<file path="config.mk">
export PLATFORM = sky130hd
export DESIGN_NAME = alu593_req_arbiter
export DESIGN_NICKNAME = d
export VERILOG_FILES = /design/src/rtl/alu593_req_arbiter.sv
export SDC_FILE = /design/constraint.sdc
export NUM_CORES = 1
export LEC_CHECK = 0
export BUFFER_PORTS_ARGS = -buffer_cell sky130_fd_sc_hd__buf_2
export CORE_MARGIN = 8
export CORE_UTILIZATION = 40
export CTS_BUF_LIST = sky130_fd_sc_hd__clkbuf_4 sky130_fd_sc_hd__clkbuf_8
export DETAILED_ROUTE_END_ITERATION = 8
export HOLD_SLACK_MARGIN = 0.15
export PLACE_DENSITY = 0.75
export SLEW_MARGIN = 20
export SYNTH_ARGS = -nofsm -noshare
export SYNTH_HDL_FRONTEND = slang
export SYNTH_SLANG_ARGS = --single-unit
</file>
<file path="constraint.sdc">
create_clock -name clk -period 1.97 [get_ports clk]
set_clock_uncertainty 0.1 [all_clocks]
set_input_delay 0.4925 -clock clk [delete_from_list [all_inputs] [get_ports clk]]
set_output_delay 0.4925 -clock clk [all_outputs]
set_load 0.02 [all_outputs]
</file>
<file path="src/rtl/alu593_req_arbiter.sv">
// Round-robin arbiter that shares one ALU593 datapath between NREQ requesters.
// Define ALU_ARB_TIMEOUT_EN to abort a WAIT that lasts TIMEOUT_CYC cycles with rsp_err=1.
module alu593_req_arbiter #(
  parameter int NREQ        = 2,
  parameter int TIMEOUT_CYC = 64
) (
  input  logic                clk,
  input  logic                reset_n,
  input  logic [NREQ-1:0]     req_valid,
  input  logic [4*NREQ-1:0]   req_op,
  input  logic [8*NREQ-1:0]   req_a,
  input  logic [8*NREQ-1:0]   req_b,
  output logic [NREQ-1:0]     req_ready,
  output logic [NREQ-1:0]     rsp_valid,
  output logic [15:0]         rsp_result,
  output logic                rsp_err,
  output logic [3:0]          alu_op,
  output logic [7:0]          alu_a,
  output logic [7:0]          alu_b,
  output logic                alu_start,
  input  logic                alu_done,
  input  logic [15:0]         alu_result,
  output logic                busy
);

  localparam int PW = (NREQ > 1) ? $clog2(NREQ) : 1;

  if (NREQ < 2 || NREQ > 8 || TIMEOUT_CYC < 1) begin : g_param_check
    $error("alu593_req_arbiter: NREQ must be 2..8 and TIMEOUT_CYC at least 1");
  end

  typedef enum logic [1:0] {IDLE, ISSUE, WAIT, RESP} state_t;

  state_t         state, state_next;
  logic [PW-1:0]  rr_ptr;
  logic [PW-1:0]  grant_idx;
  logic           grant_found;
  logic [3:0]     grant_op;
  logic [7:0]     grant_a, grant_b;
  logic           grant_reserved;
  logic [PW-1:0]  cmd_idx;
  logic [3:0]     cmd_op;
  logic [7:0]     cmd_a, cmd_b;
  logic           wait_timeout;

  // First valid requester at or after rr_ptr, wrapping NREQ-1 -> 0.
  always_comb begin
    int idx;
    // NOTE: every always_comb output gets a default first so no path can infer a latch.
    grant_found = 1'b0;
    grant_idx   = '0;
    idx         = 0;
    for (int i = 0; i < NREQ; i++) begin
      idx = int'(rr_ptr) + i;
      if (idx >= NREQ) idx = idx - NREQ;
      if (!grant_found && req_valid[idx]) begin
        grant_found = 1'b1;
        grant_idx   = PW'(idx);
      end
    end
  end

  assign grant_op       = req_op[4*int'(grant_idx) +: 4];
  assign grant_a        = req_a[8*int'(grant_idx) +: 8];
  assign grant_b        = req_b[8*int'(grant_idx) +: 8];
  assign grant_reserved = (grant_op >= 4'hA) && (grant_op <= 4'hE);

  always_comb begin
    state_next = state;
    req_ready  = '0;
    rsp_valid  = '0;
    alu_start  = 1'b0;
    case (state)
      IDLE: begin
        if (grant_found) begin
          req_ready[grant_idx] = 1'b1;
          state_next = grant_reserved ? RESP : ISSUE;
        end
      end
      ISSUE: begin
        alu_start  = 1'b1;
        state_next = WAIT;
      end
      WAIT: begin
        if (alu_done || wait_timeout) state_next = RESP;
      end
      RESP: begin
        rsp_valid[cmd_idx] = 1'b1;
        state_next = IDLE;
      end
      default: state_next = IDLE;
    endcase
  end

  // NOTE: sequential state uses non-blocking assignments so every register samples pre-edge values.
  always_ff @(posedge clk or negedge reset_n) begin
    if (!reset_n) begin
      state      <= IDLE;
      rr_ptr     <= '0;
      cmd_idx    <= '0;
      cmd_op     <= '0;
      cmd_a      <= '0;
      cmd_b      <= '0;
      rsp_result <= '0;
      rsp_err    <= 1'b0;
    end else begin
      state <= state_next;
      if (state == IDLE && grant_found) begin
        cmd_idx <= grant_idx;
        cmd_op  <= grant_op;
        cmd_a   <= grant_a;
        cmd_b   <= grant_b;
        rr_ptr  <= (grant_idx == PW'(NREQ-1)) ? '0 : grant_idx + PW'(1);
        if (grant_reserved) begin
          rsp_result <= '0;
          rsp_err    <= 1'b1;
        end
      end
      // An alu_done during ISSUE is stale: only WAIT looks at it.
      if (state == WAIT) begin
        if (alu_done) begin
          rsp_result <= alu_result;
          rsp_err    <= 1'b0;
        end else if (wait_timeout) begin
          rsp_result <= '0;
          rsp_err    <= 1'b1;
        end
      end
    end
  end

`ifdef ALU_ARB_TIMEOUT_EN
  localparam int CNT_W = (TIMEOUT_CYC > 1) ? $clog2(TIMEOUT_CYC) : 1;
  logic [CNT_W-1:0] wait_cnt;

  always_ff @(posedge clk or negedge reset_n) begin
    if (!reset_n)            wait_cnt <= '0;
    else if (state == ISSUE) wait_cnt <= '0;
    else if (state == WAIT)  wait_cnt <= wait_cnt + CNT_W'(1);
  end

  assign wait_timeout = (state == WAIT) && !alu_done && (wait_cnt == CNT_W'(TIMEOUT_CYC-1));
`else
  assign wait_timeout = 1'b0;
`endif

  // The command registers hold op/a/b steady from ISSUE through WAIT.
  assign alu_op = cmd_op;
  assign alu_a  = cmd_a;
  assign alu_b  = cmd_b;
  assign busy   = (state != IDLE);

endmodule

</file>
# Yosys cells after proc, flatten, opt, wreduce, memory -nomap -nowiden
# Index checks and enable logic that the tools add are counted.
# Widths: inputs -> output; s select.
# totals
output_inout_bits,43
reg_bits,41
input_bits,61
# op_classes
n_mux,33
magnitude_cmp,10
add_sub_neg,4
n_shift,3
reduce_logical,9
n_eq_ne,5
# op_table
operator,n
$lt 32x3->1 const B,2
$mux 16,4
$mux 32,2
$shiftx 16x5->8,2
$mux 1,18
$mux 2,6
$pmux 2 s4,1
$shiftx 8x4->4,1
$logic_and 1x1->1,5
$eq 2x2->1 const B,2
$ge 4x4->1 const B,1
$le 4x4->1 const B,1
$lt 1x2->1 const B,2
$ne 2x2->1 const B,2
$sub 1x2->3 const B,1
$sub 2x2->3 const B,1
$add 1x1->2 const B,1
$demux 1 s1,2
$eq 2x1->1 const B,1
$ge 1x1->1 const B,2
$ge 1x2->1 const B,1
$ge 2x2->1 const B,1
$logic_not 2->1,1
$reduce_and 2->1,1
3 further kinds,3

# Depth between registers and ports, before layout
# Gate-level depths: netlist of run 1.
# logic_depth
ltp_word,16
ltp_mapped,6
ltp_nobuf,6

# Least setup slack after synthesis of run 1
# No wires, ideal clock.
# synth_path
path_kind,input port to output port
from,in req_valid[1]
to,out req_ready[0]
t_arrival_ps,1344
stages,4
n_path_buf,2
path_slack_ps,34
path_cell_list,buf_2 o21ai_2 clkbuf_1 nor2_1
# synth_via
elab_chain_cells,13
elab_cells_between_ends,19
classes_between,2 x order compare; 14 x mux; 3 x reduce/logical
# synth_lines
item,line_no,text
from (decl),9,"input logic [NREQ-1:0] req_valid,"
$mux 1 (implied by the code) (3 in series),56,if (!grant_found && req_valid[idx]) begin
$mux 1,56,
$logic_not 1->1,56,
$logic_and 1x1->1,56,
$mux 1,56,
$lt 1x2->1 (implied by the code) / $ge 1x1->1 (equally long branches),76,req_ready[grant_idx] = 1'b1;
$logic_and 1x1->1 (implied by the code),76,
$mux 1 (implied by the code),76,
$demux 1 s1,76,
$mux 2 *,75,if (grant_found) begin
$mux 2 *,73,case (state)
to (decl),13,"output logic [NREQ-1:0] req_ready,"
# Every way passes the cells marked *; elsewhere a longest branch is shown, timed or not. The select of a mux whose other input is x is not followed.

# Worst setup path in the final report of run 1
# layout_path
from,reg state[1]
to,out req_ready[1]
# layout_via
elab_chain_cells,2
# layout_lines
item,line_no,text
from (decl),34,"state_t state, state_next;"
from (signal assigned),107,state <= state_next;
$logic_not 2->1,73,
$mux 2,73,
# No other way between the ends.

==> results of run 1 <==
logic make-up (layout without fill, tap and decap cells):
family	Yosys count	count (layout)	share of synthesized area
muxes	35	35	0.175
and+or+nand+nor	32	32	0.0793
buffers and inverters	14	126	0.0431
AOI/OAI and AO/OA	51	51	0.166
adders and majority gates	4	4	0.0250
DFF	41	41	0.512
worst min-delay path, cell delays in order:
cell and delay (ns):
buf_2 0.08, mux2i_1 0.06, a21oi_2 0.09
repair_timing:
action                                  4_1_cts  5_1_grt
hold buffers                                  1        0
pin swaps                                     0        2
setup buffers                                 0        4
endpoints found under the setup margin       18        3
gates resized for setup                       5       10
endpoints found under the hold margin        20        0
per-layer routing:
layer | share of wire | track usage
met5 | 0 | 0
met4 | 0.0085 | 0.0376
met3 | 0.12 | 0.0775
met2 | 0.47 | 0.232
met1 | 0.40 | 0.148
worst paths after layout:
check                                            to                  from  slack [ns]
min in group asynchronous      alu_b[3]$_DFFE_PN0P_               reset_n        0.58
setup reg to reg           rsp_result[14]$_DFF_PN0_  state[0]$_DFFE_PN0P_        0.10
max in group asynchronous   rsp_result[6]$_DFF_PN0_               reset_n        0.54
hold reg to reg                alu_b[6]$_DFFE_PN0P_  alu_b[6]$_DFFE_PN0P_        0.38
hold / removal             rsp_result[11]$_DFF_PN0_        alu_result[11]        0.37
setup / recovery                       req_ready[1]  state[1]$_DFFE_PN0P_        0.05
flip-flops by register name (all words and copies together) (netlist names):
register / cells
rsp_result: 16
alu_a: 8
alu_b: 8
alu_op: 4
state: 2
cmd_idx: 1
rr_ptr: 1
rsp_err: 1
cell type report:
cell class / count / share of cell area
timing repair buffer: 114 / 0.230
clock inverter: 2 / 0.00360
clock buffer: 6 / 0.0274
sequential: 41 / 0.369
inverter: 4 / 0.00539
tap: 67 / 0.0301
multi-input combinational: 122 / 0.335
where the power goes:
part | internal (mW) | switching [mW] | leakage, nW
clock | 0.259 | 0.275 | 0.0484
combinational | 0.899 | 1.37 | 0.999
sequential | 1.24 | 0.199 | 0.510
total | 2.39 | 1.85 | 1.56
synth_stat cells, types with 2 or more instances:
cell      number  share of area
dfrtp_1       41           0.51
mux2i_1       35           0.17
o21ai_0       22          0.055
nand2_1       20          0.037
a21oi_2       10          0.044
a21oi_1        9          0.022
clkbuf_1       4         0.0075
ha_1           4          0.025
inv_1          4         0.0075
nor2_1         3         0.0056
buf_2          2         0.0050
buf_4          2         0.0075
nor2b_1        2         0.0062
per-stage QoR:
| stage | worst slack [ns] | hold WS [ns] | utilization |
|---|---|---|---|
| floorplan | 0.0338 | 0.0969 | - |
| global placement | -0.0000369 | 0.355 | 0.544 |
| detailed placement | -0.0887 | 0.367 | 0.544 |
| CTS | -0.0652 | 0.363 | 0.568 |
| global route | -0.00359 | 0.385 | 0.582 |
| finish | 0.0459 | 0.374 | 0.582 |
==> flow_metrics.tcl, run 1 <==
set metrics [dict create \
    status "completed" \
    crit_required_ns 1.38 \
    die-area_sq_um 7530 \
    fin_cells 356 \
    vdd_drop_max_mv 0.756 \
    layout_common_cells "buf_2, dfrtp_1, mux2i_1, o21ai_0, nand2_1" \
    holdPathStages 3 \
    multi_input_comb_area_sq_um 932 \
    synth_flop_cell "dfrtp_1" \
    clock_path_buffers 2 \
    cp.depth 5 \
    area_delta_synth_final_pct 38.9 \
    worst-path-buf-inv 2 \
    synthArstFlopShare 1.00 \
    yosys_warnings 0 \
    drt-wirelength-per-cell_microns 14.5 \
    grt_pass1_vias 1895 \
    max-slew-margin-rel 0.581 \
    ys_seq_area_frac 0.512 \
    cp_cell_sequence "inv_2 -> ha_4 -> o21ai_4 -> nor2_4 -> buf_6" \
    numCtsBuffers 5 \
    critPathKind "reg2out" \
    critPathMaxStageDelay_ns 0.42 \
    core_sq_um 4790 \
    num_antenna_cells 0 \
    row_count 25 \
    post-dp-hpwl_mm 4.05 \
    slew_viol_final 0 \
    r2r_cells 7 \
    period_needed_ns 1.92 \
    syn-instance-count 177 \
    dp_cells 343 \
    clk_pin_slew_ns 0.08 \
    power.density_nw_per_um2 1520 \
    mappedNetlistArea_sq_um 2000 \
    final_nets 353 \
    power_mw 4.24 \
    cts_tree "built" \
    num_io_pins 104 \
    cp_max_fo 4 \
    via_per_inst 4.78 \
    cp_data_arrival_time_ns 1.33 \
    gp_congestion 0.778 \
    grt_pass1_wl_mm 8.41 \
    grt_usage 0.140 \
    fmax_ghz 0.520 \
    syn_nets 242 \
    post-route-period-util 0.977 \
    synth_edf_count 0 \
    drive_above_1_share 0.505 \
    fillerInstances 431 \
    vias 1703 \
    clk_latency_ns 0.29 \
    power.leakage_nw 1.56 \
    tns_ns 0 \
    die_h_microns 86.8 \
    drt-initial-drc-count 33 \
    htreeDepth 2 \
    final_common_cell "buf_2" \
    grt_max_degree 43 \
    cp-end-kind "primary output" \
    ys_seq_elements 41 \
    drt_pass1_iterations 4 \
    slowest_stage "dfrtp_1" \
    maxCapViolCount 0 \
    overflow 0 \
    drc_errors 0 \
    place.port_buffers 103 \
    critPathLaunchType "flip-flop" \
    die_w_microns 86.8 \
    hold_class "in2reg" \
    cts_root_buffer "clkbuf_8" \
    cp_top_family "flip-flops" \
    clock_sinks 41 \
    setup-violations-final 0 \
    register_area_sq_um 1030 \
    drt.antenna.violating_nets 0 \
    worst_slew_pin_slew_ns 0.627 \
    placed_area_sq_um 2600 \
    final_area_sq_um 2780 \
    antenna_found_initial 0 \
    finalWirelength_mm 5.17 \
    initial_utilization 0.419 \
    hold_violations 0 \
    ys_types 32 \
    synth_area_per_cell_sq_um 11.3 \
]
(Power assumes the default switching activity.)
==> run 2, diff against run 1 <==
--- a/config.mk
+++ b/config.mk
@@ -9,8 +9,9 @@
 export CORE_MARGIN = 8
 export CORE_UTILIZATION = 40
-export CTS_BUF_LIST = sky130_fd_sc_hd__clkbuf_4 sky130_fd_sc_hd__clkbuf_8
+export CTS_BUF_LIST = sky130_fd_sc_hd__clkbuf_8
 export DETAILED_ROUTE_END_ITERATION = 8
 export HOLD_SLACK_MARGIN = 0.15
 export PLACE_DENSITY = 0.75
+export SKIP_LAST_GASP = 1
 export SLEW_MARGIN = 20
 export SYNTH_ARGS = -nofsm -noshare
--- a/constraint.sdc
+++ b/constraint.sdc
@@ -3,3 +3,3 @@
 set_input_delay 0.4925 -clock clk [delete_from_list [all_inputs] [get_ports clk]]
 set_output_delay 0.4925 -clock clk [all_outputs]
-set_load 0.02 [all_outputs]
+set_load 0.01 [all_outputs]
==> flow_metrics.tcl, run 2 (synthesized netlist as in run 1, its figures left out) <==
set metrics [dict create \
    status "completed" \
    cts_tree "built" \
    r2r_start "state[0]$_DFFE_PN0P_" \
    initial_utilization 0.419 \
    clock_sinks 41 \
    vdd_drop_max_mv 0.721 \
    cp_cell_sequence "buf_4 -> ha_1 -> and2_1 -> buf_2" \
    power.density_nw_per_um2 1420 \
    setup-violations-final 0 \
    drt-initial-drc-count 27 \
    worst_slew_pin_slew_ns 0.642 \
    die_h_microns 86.8 \
    maxCapViolCount 0 \
    dp_cells 344 \
    drive_above_1_share 0.500 \
    rsz0062_at_grt "true" \
    gp_congestion 0.816 \
    grt_usage 0.141 \
    post-dp-hpwl_mm 4.13 \
    drt.antenna.violating_nets 0 \
    drt-wirelength-per-cell_microns 14.6 \
    holdPathStages 3 \
    tns_ns 0 \
    grt_pass1_wl_mm 8.42 \
    fillerInstances 433 \
    min_delay_worst_endpoint "rsp_result[11]$_DFF_PN0_" \
    slew_viol_final 0 \
    largest_reg_flops 16 \
    htreeDepth 2 \
    combPwrFrac 0.497 \
    clk_pin_slew_ns 0.08 \
    critPathMaxStageDelay_ns 0.40 \
    cp_data_arrival_time_ns 1.32 \
    drt_pass1_iterations 4 \
    via_per_inst 4.70 \
    intPower_mw 2.35 \
    final_nets 352 \
    pwr-share-clk 0.137 \
    hold_class "in2reg" \
    critPathKind "reg2out" \
    numCtsBuffers 5 \
    cp_top_family "flip-flops" \
    r2r_cells 6 \
    crit_required_ns 1.38 \
    layout_common_cells "buf_2, dfrtp_1, mux2i_1, o21ai_0, nand2_1" \
    clock_path_buffers 2 \
    area_delta_synth_final_pct 37.6 \
    power_mw 3.91 \
    fin_cells 355 \
    cp-startpoint "state[0]$_DFFE_PN0P_" \
    grt_pass1_vias 1826 \
    hold_violations 0 \
    place.port_buffers 103 \
    clk_latency_ns 0.29 \
    post-route-period-util 0.972 \
    min-delay-start "alu_result[11]" \
    cts_root_buffer "clkbuf_8" \
    vias 1668 \
    cp-end-kind "primary output" \
    grt_max_degree 33 \
    power_frac_seq 0.366 \
    num_antenna_cells 0 \
    sw_frac_of_total 0.400 \
    slowest_stage "dfrtp_1" \
    final_common_cell "buf_2" \
    antenna_found_initial 0 \
    row_count 25 \
    regToRegEndpoint "rsp_result[8]$_DFF_PN0_" \
    die_w_microns 86.8 \
    fmax_ghz 0.522 \
    period_needed_ns 1.91 \
    num_io_pins 104 \
    r2r_setup_slack_ns 0.26 \
    switchingPower_mw 1.57 \
    core_sq_um 4790 \
    critPathLaunchType "flip-flop" \
    die-area_sq_um 7530 \
    max-slew-margin-rel 0.571 \
    drc_errors 0 \
    power.leakage_nw 1.55 \
    largest_register "rsp_result" \
    worst-path-buf-inv 2 \
    overflow 0 \
    finalWirelength_mm 5.20 \
    cp_max_fo 3 \
]
## run 2: cell types whose count changed in the layout (fill, tap and decap cells not counted)
cell        delta
clkinvlp_4     +1
buf_2          +3
ha_1           +1
buf_4          -2
buf_6          -2
clkbuf_4       -1
ha_2           -1
## run 2: area by class of cell
cell class,instances,area (sq um),area share
repair buffers,113,618,0.224
inverters,4,15.0,0.00544
clock inverters,3,17.5,0.00635
flip-flops and latches,41,1030,0.372
clock buffers,5,68.8,0.0249
multi-input cells,122,930,0.337
well taps,67,83.8,0.0304
## run 2: how the worst max path moves through the flow
stage,to,slack [ns],cells past startpoint
3_5_place_dp,rsp_result[3]$_DFF_PN0_,-0.08,5
3_3_place_gp,rsp_err$_DFF_PN0_,0.0008,5
5_1_grt,rsp_valid[1],-0.008,4
2_1_floorplan,req_ready[0],0.08,4
6_report,rsp_valid[1],0.06,4
4_1_cts,req_ready[1],0.006,5
## run 2: timing repair
action,4_1_cts,5_1_grt
buffers inserted,1,1
pin swaps,1,0
gates resized for setup,6,3
endpoints found under the hold margin,20,0
setup endpoints to repair,19,2
hold buffers,1,0
gates cloned,0,0
## run 2: metrics by stage
stage,cell area (sq um),util,hold WS (ns),setup slack (ns)
after floorplan,2000,-,0.0969,0.0836
after global placement,2610,0.545,0.357,0.000821
after detailed placement,2610,0.545,0.365,-0.0787
after CTS,2740,0.573,0.364,0.00586
after global routing,2760,0.576,0.379,-0.00804
final,2760,0.576,0.373,0.0557
## run 2: metal layers
layer,up-vias,share of wire,GRT usage
li1,836,-,-
met1,742,0.42,0.154
met2,83,0.45,0.226
met3,7,0.12,0.0784
met4,0,0.010,0.0469
met5,-,0,0
## run 2: worst min-delay path, stage by stage
cell and delay [ns]:
buf_2 0.08, mux2i_1 0.06, a21oi_2 0.09
## run 2: power by group through the flow
stage                     Combinational (mW)  Clock [mW]  Sequential, mW
after floorplan                        0.970           0            1.61
after global placement                  1.83           0            1.43
after detailed placement                1.87           0            1.45
after CTS                               1.94       0.552            1.43
after global routing                    2.16       0.584            1.49
final                                   1.94       0.536            1.43
